`src/rtl/mmio_timer_pkg.sv`:
```
// Register map, CTRL field layout and bus lane helpers shared by the mmio_timer block.
package mmio_timer_pkg;

  localparam logic [1:0] OFS_CTRL    = 2'd0;
  localparam logic [1:0] OFS_COUNT   = 2'd1;
  localparam logic [1:0] OFS_COMPARE = 2'd2;
  localparam logic [1:0] OFS_STATUS  = 2'd3;

  localparam int CTRL_EN      = 0;
  localparam int CTRL_AUTO    = 1;
  localparam int CTRL_IRQM    = 2;
  localparam int CTRL_PRE_LSB = 8;
  localparam int CTRL_PRE_MSB = 15;

  localparam int STATUS_MATCH = 0;

  typedef struct packed {
    logic [7:0] prescale;
    logic       irqm;
    logic       auto_rl;
    logic       en;
  } ctrl_t;

  function automatic logic [31:0] ctrl_word(input ctrl_t c);
    logic [31:0] w;
    w = '0;
    w[CTRL_EN]                   = c.en;
    w[CTRL_AUTO]                 = c.auto_rl;
    w[CTRL_IRQM]                 = c.irqm;
    w[CTRL_PRE_MSB:CTRL_PRE_LSB] = c.prescale;
    return w;
  endfunction

  // Byte writes replace only the addressed lane; the new byte always arrives in wd[7:0].
  function automatic logic [31:0] lane_merge(input logic [31:0] old, input logic [31:0] wd,
                                             input logic byte_acc, input logic [1:0] lane);
    logic [31:0] mask;
    if (!byte_acc) return wd;
    mask = 32'h0000_00FF << {lane, 3'b000};
    return (old & ~mask) | ((wd & 32'h0000_00FF) << {lane, 3'b000});
  endfunction

endpackage

```
`src/rtl/mmio_timer_if.sv`:
```
// Processor data-memory bus as seen by a memory-mapped responder.
interface mmio_timer_if;
  logic        MemWrite;
  logic        ByteMem;
  logic [31:0] DataAdr;
  logic [31:0] WriteData;
  logic [31:0] ReadData;
  logic        hit;

  modport master (output MemWrite, ByteMem, DataAdr, WriteData, input ReadData, hit);
  modport slave  (input MemWrite, ByteMem, DataAdr, WriteData, output ReadData, hit);
endinterface

```
`src/rtl/mmio_timer_prescaler.sv`:
```
// Divides the timer clock: counts 0..limit while enabled, ticking on the terminal value.
module mmio_timer_prescaler (
  input  logic       clk,
  input  logic       reset,
  input  logic       en,
  input  logic       clr,
  input  logic [7:0] limit,
  output logic       tick
);
  logic [7:0] cnt_q;

  assign tick = en & (cnt_q == limit);

  always_ff @(posedge clk or negedge reset) begin
    if (!reset)            cnt_q <= '0;
    else if (clr || !en)   cnt_q <= '0;
    else if (tick)         cnt_q <= '0;
    else                   cnt_q <= cnt_q + 8'd1;
  end
endmodule

```
`src/rtl/mmio_timer.sv`:
```
// Memory-mapped prescaled timer with compare/match; irq is live only when TIMER_IRQ_EN is defined.
module mmio_timer
  import mmio_timer_pkg::*;
#(
  parameter logic [31:0] BASE_ADDR = 32'h0000_0400,
  parameter int          CNT_WIDTH = 32
) (
  input  logic         clk,
  input  logic         reset,
  mmio_timer_if.slave  bus,
  output logic         irq
);
  logic [1:0]           ofs, lane;
  logic                 hit_c, wr;
  logic                 wr_ctrl, wr_count, wr_cmp, wr_status, w1c;
  logic [31:0]          reg_word, rd_word, wr_word;
  ctrl_t                ctrl_q;
  logic [CNT_WIDTH-1:0] count_q, cmp_q;
  logic                 match_q;
  logic                 tick, cnt_eq, hw_match;

  assign ofs   = bus.DataAdr[3:2];
  assign lane  = bus.DataAdr[1:0];
  assign hit_c = (bus.DataAdr[31:4] == BASE_ADDR[31:4]);
  assign wr    = bus.MemWrite & hit_c;

  assign wr_ctrl   = wr && (ofs == OFS_CTRL);
  assign wr_count  = wr && (ofs == OFS_COUNT);
  assign wr_cmp    = wr && (ofs == OFS_COMPARE);
  assign wr_status = wr && (ofs == OFS_STATUS);
  // Only a set bit 0 landing on lane 0 clears MATCH; writes to upper status lanes are no-ops.
  assign w1c = bus.WriteData[STATUS_MATCH] && (!bus.ByteMem || lane == 2'd0);

  always_comb begin
    reg_word = '0;
    case (ofs)
      OFS_CTRL:    reg_word = ctrl_word(ctrl_q);
      OFS_COUNT:   reg_word = 32'(count_q);
      OFS_COMPARE: reg_word = 32'(cmp_q);
      default:     reg_word[STATUS_MATCH] = match_q;
    endcase
  end

  assign rd_word      = bus.ByteMem ? ((reg_word >> {lane, 3'b000}) & 32'h0000_00FF) : reg_word;
  assign bus.ReadData = hit_c ? rd_word : 32'h0;
  assign bus.hit      = hit_c;
  assign wr_word      = lane_merge(reg_word, bus.WriteData, bus.ByteMem, lane);

  mmio_timer_prescaler u_pre (
    .clk   (clk),
    .reset (reset),
    .en    (ctrl_q.en),
    .clr   (wr_ctrl),
    .limit (ctrl_q.prescale),
    .tick  (tick)
  );

  assign cnt_eq   = (count_q == cmp_q);
  assign hw_match = tick & cnt_eq;

  // Software writes to CTRL/COUNT override the hardware update of the same cycle.
  always_ff @(posedge clk or negedge reset) begin
    if (!reset) begin
      ctrl_q  <= '0;
      count_q <= '0;
      cmp_q   <= '1;
      match_q <= 1'b0;
    end else begin
      if (wr_ctrl) begin
        ctrl_q.en       <= wr_word[CTRL_EN];
        ctrl_q.auto_rl  <= wr_word[CTRL_AUTO];
        ctrl_q.irqm     <= wr_word[CTRL_IRQM];
        ctrl_q.prescale <= wr_word[CTRL_PRE_MSB:CTRL_PRE_LSB];
      end else if (hw_match && !ctrl_q.auto_rl) begin
        ctrl_q.en <= 1'b0;
      end

      if (wr_count)
        count_q <= CNT_WIDTH'(wr_word);
      else if (tick)
        count_q <= cnt_eq ? (ctrl_q.auto_rl ? '0 : count_q) : count_q + CNT_WIDTH'(1);

      if (wr_cmp) cmp_q <= CNT_WIDTH'(wr_word);

      if (hw_match)                match_q <= 1'b1;
      else if (wr_status && w1c)   match_q <= 1'b0;
    end
  end

`ifdef TIMER_IRQ_EN
  logic irq_q;
  always_ff @(posedge clk or negedge reset) begin
    if (!reset) irq_q <= 1'b0;
    else        irq_q <= match_q & ctrl_q.irqm;
  end
  assign irq = irq_q;
`else
  assign irq = 1'b0;
`endif
endmodule

```
`src/flat_wrapper.sv`:
```
// flat-port wrapper written by rule: the top's interface ports become plain ports
module mmio_timer_flat import mmio_timer_pkg::*;
#(
  parameter logic [31:0] BASE_ADDR = 32'h0000_0400,
  parameter int          CNT_WIDTH = 32
)
  (clk, reset, irq, bus_MemWrite, bus_ByteMem, bus_DataAdr, bus_WriteData, bus_ReadData, bus_hit);
  mmio_timer_if bus_i ();
  input  logic clk;
  input  logic reset;
  output logic irq;
  input wire logic [$bits(bus_i.MemWrite)-1:0] bus_MemWrite;
  input wire logic [$bits(bus_i.ByteMem)-1:0] bus_ByteMem;
  input wire logic [$bits(bus_i.DataAdr)-1:0] bus_DataAdr;
  input wire logic [$bits(bus_i.WriteData)-1:0] bus_WriteData;
  output wire logic [$bits(bus_i.ReadData)-1:0] bus_ReadData;
  output wire logic [$bits(bus_i.hit)-1:0] bus_hit;
  assign bus_i.MemWrite = bus_MemWrite;
  assign bus_i.ByteMem = bus_ByteMem;
  assign bus_i.DataAdr = bus_DataAdr;
  assign bus_i.WriteData = bus_WriteData;
  assign bus_ReadData = bus_i.ReadData;
  assign bus_hit = bus_i.hit;
  mmio_timer #(.BASE_ADDR(BASE_ADDR), .CNT_WIDTH(CNT_WIDTH)) u_core (.clk(clk), .reset(reset), .bus(bus_i), .irq(irq));
endmodule
```
`config.mk`:
```
export PLATFORM = sky130hd
export DESIGN_NAME = mmio_timer_flat
export DESIGN_NICKNAME = d
export VERILOG_FILES = /design/src/rtl/mmio_timer_pkg.sv /design/src/rtl/mmio_timer_if.sv /design/src/rtl/mmio_timer_prescaler.sv /design/src/rtl/mmio_timer.sv /design/src/flat_wrapper.sv
export SDC_FILE = /design/constraint.sdc
export NUM_CORES = 1
export LEC_CHECK = 0
export CAP_MARGIN = 40
export CORE_ASPECT_RATIO = 1.1
export CORE_UTILIZATION = 50
export CTS_BUF_LIST = sky130_fd_sc_hd__clkbuf_16
export DETAILED_ROUTE_END_ITERATION = 10
export GPL_TIMING_DRIVEN = 0
export PLACE_DENSITY = 0.75
export SYNTH_ARGS = -nofsm -noshare
export SYNTH_HDL_FRONTEND = slang
export SYNTH_SLANG_ARGS = --single-unit
```
`constraint.sdc`:
```
create_clock -name clk -period 5.7 [get_ports clk]
set_input_delay 1.14 -clock clk [delete_from_list [all_inputs] [get_ports clk]]
set_output_delay 1.14 -clock clk [all_outputs]
set_load 0.005 [all_outputs]
```
==> out/results.txt <==
Iteration count of the initial detailed-routing pass: 7
Vias: 7007
Number of global-route vias before repair: 6695
Worst-Skew Late Latency: 360 ps
Width of the die: 109.0 µm
Seq cells post-synth: 84
Largest family of logic cells by synthesized area: compound AO/OA/AOI/OAI gates
Worst Path Max Fanout: 10
RSZ-0062 raised after global routing: false
Post-CTS setup buffers: 0
Final Hold Fails: 0
Core area: 0.01214 mm²
Final GP Congestion: 0.9890
Slew @ Worst Pin: 850.0 ps
Critical Path AT: 4110 ps
RR Startpoint: u_core.count_q[12]$_DFFE_PN0P_
ANT cells: 0
Final Net Count: 957
TritonCTS Buffers: 9
# setup viols final: 0
Die height: 119.7 µm
Hold path startpoint: u_core.ctrl_q[2]$_DFFE_PN0P_
Synth Cell Area: 0.006296 mm²
Syn nets: 843
Post-DP HPWL: 19950 µm
Post-route setup TNS: 0 ps
Setup crit start kind: primary input
H-tree depth: 3
Largest net degree at the start of global routing: 47
Final number of max-transition violations: 0
XOR/XNOR Fraction of Synth Area: 6.816%
Pwr/cell area: 177.6 mW/mm²
Simple-Gate Fraction of Synth Area: 22.40%
Mean Syn Cell Area: 8.145 µm²
Synth warnings: 0
Layout area overhead: 24.05%
CTS Buffer Depth: 2
Die area: 0.01305 mm²
Root Driver: clkbuf_16
Cell Rows: 42
Routed Antenna Nets: 0
Routed length per placed instance: 24.40 µm
CTS tree: built
Initial core utilization: 51.87%
Total global-route track usage: 40.23%
Worst setup margin: 447.9 ps
CP required: 4560 ps
Buffers on Ports: 97
Mux contribution to synthesized area: 5.068%
Run status: completed
Final Cycle Share: 92.14%
Final Skew: 10.81 ps
Final Instance Area: 0.007810 mm²
Main synth FF type: dfrtp_1
Total grt overflow: 0
Initial antenna violation count: 0
Synth Area in Compound Gates: 25.74%
Global-route wire length before repair: 38300 µm
Post-Syn Instances: 773
Residual DRC: 0
Initial drt markers: 818
Proportion of layout cells with a drive suffix above 1: 10.99%
Clock Pin Slew Worst Setup and Hold Paths: 60 ps
Leak: 2.969 nW
Maximum vdd drop: 0.0001671 V
Hold_buf cts: 0
Hold_ws: 481.8 ps
Post-synth ARST share: 100.0%
Crit end category: primary output
Synth unique cells: 67
Post-Synth Adder-Cell Area: 0.3975%
Seq/Total Area, Yosys: 34.02%
Post-synth EDFFs: 0
Final WL: 25520 µm
Critical path class: in2out
PostCTS Resize Cnt: 0
Area after DPL: 0.007510 mm²
I/O pin total: 102
Final min period: 5252 ps
Hold Crit Class: reg2reg
DR vias/cell: 6.699
CP Launch Point: bus_DataAdr[5]
Fmax: 190.4 MHz
Slew margin rel.: 42.81%
DP Worst Slack: 500.0 ps
Max_cap viols: 0
Post-layout util: 64.34%
Clock sink count: 84
-- cell usage after synthesis (4+ instances only) --
master     number  share of area [%]
nor4_1         17                1.7
and3_1          7               0.70
o31ai_1         7               0.83
o21ai_0        59                4.7
and2_1          6               0.60
o2bb2ai_1      11                1.5
nor2_1         71                4.2
nor3_1          7               0.56
or2_2           4               0.40
nand3_1        34                2.7
xnor2_1        10                1.4
or3_1          10               0.99
nand4_1        14                1.4
dfrtp_1        52                 21
inv_1          10               0.60
a21oi_1        43                3.4
a221oi_1        8                1.1
clkbuf_1       47                2.8
o21ai_2         6               0.83
mux2i_1        15                2.4
nand2b_1        7               0.70
buf_1           5               0.30
o311ai_0        5               0.70
buf_2           7               0.56
xor2_1         39                5.4
a22o_1          7               0.97
mux2_2         13                2.3
a211oi_1       15                1.8
or4_1           5               0.60
nand2_1        89                5.3
o211ai_1       12                1.4
o21ai_1         7               0.56
a21o_1          4               0.48
a211o_1         5               0.70
a22oi_1        22                2.6
a2bb2oi_1      10                1.4
dfstp_2        32                 13
-- routing by layer --
layer,wire [µm],global-route usage [%]
met5,0,0
met4,1443,23.23
met3,2201,8.311
met2,12000,63.36
met1,9876,50.54
-- logic make-up (layout without fill, tap and decap cells) --
| family | Yosys count | count (layout) |
|---|---|---|
| other | 1 | 1 |
| and+or+nand+nor | 289 | 289 |
| DFF | 84 | 84 |
| adders and majority gates | 2 | 2 |
| buffers and inverters | 78 | 197 |
| AOI/OAI and AO/OA | 241 | 241 |
| muxes | 29 | 29 |
| xor gates and xnor gates | 49 | 49 |
-- cell type report --
type	count	area, µm²
Buffer	67	305.3
Clock buffer	9	225.2
Clock inverter	7	75.07
Fill cell	1092	4329
Inverter	11	41.29
Multi-Input combinational cell	611	3807
Sequential cell	84	2142
Tap cell	154	192.7
Timing Repair Buffer	103	1021
-- worst paths after layout --
check | endpoint | slack [ps] | cells past startpoint
min in group asynchronous | u_core.ctrl_q[2]$_DFFE_PN0P_ | 800 | 1
worst max register to register | u_core.count_q[5]$_DFFE_PN0P_ | 2300 | 9
worst min-delay path | u_core.ctrl_q[2]$_DFFE_PN0P_ | 480 | 2
max in group asynchronous | u_core.cmp_q[29]$_DFFE_PN1P_ | 4210 | 2
worst min register to register | u_core.ctrl_q[2]$_DFFE_PN0P_ | 480 | 2
worst max-delay path | bus_ReadData[25] | 450 | 10
-- flip-flops by register name, indices dropped and copies added, names as in the netlist --
| signal | cells |
|---|---|
| u_core.u_pre.cnt_q | 8 |
| u_core.cmp_q | 32 |
| u_core.ctrl_q | 11 |
| u_core.count_q | 32 |
| u_core.match_q | 1 |
-- layout by cell type, fill, tap and decap left out, types with 8 or more instances in the layout --
cell type,Yosys,final
clkdlybuf4s50_1,0,96
nand2_1,89,89
nor2_1,71,71
o21ai_0,59,59
dfrtp_1,52,52
clkbuf_1,47,47
a21oi_1,43,43
xor2_1,39,39
nand3_1,34,34
dfstp_2,32,32
a22oi_1,22,22
nor4_1,17,17
a211oi_1,15,15
mux2i_1,15,15
nand4_1,14,14
mux2_2,13,13
o211ai_1,12,12
inv_1,10,11
o2bb2ai_1,11,11
or3_1,10,10
a2bb2oi_1,10,10
xnor2_1,10,10
buf_2,7,9
clkbuf_16,0,9
a221oi_1,8,8
-- critical path, cell delays in order --
cell and delay, ps:
clkdlybuf4s50_1 400, nor4b_1 330, nand4_1 300, or3_1 470, buf_6 160, inv_2 140, nand2_1 150, clkbuf_1 290
nor2_1 190, clkdlybuf4s50_1 520
-- power by group --
group | total, mW | switching, mW | internal, mW
sequential | 0.597 | 0.0000304 | 0.597
combinational | 0.180 | 0.105 | 0.0744
clock | 0.610 | 0.268 | 0.342
total | 1.39 | 0.374 | 1.01
-- stage by stage --
stage               power [mW]  cells
floorplan               0.6793    773
CTS                      1.383   1046
global placement        0.7794   1024
finish                   1.387   1046
global route             1.416   1046
detailed placement      0.7809   1030
Power figures use the tool's default switching activity.
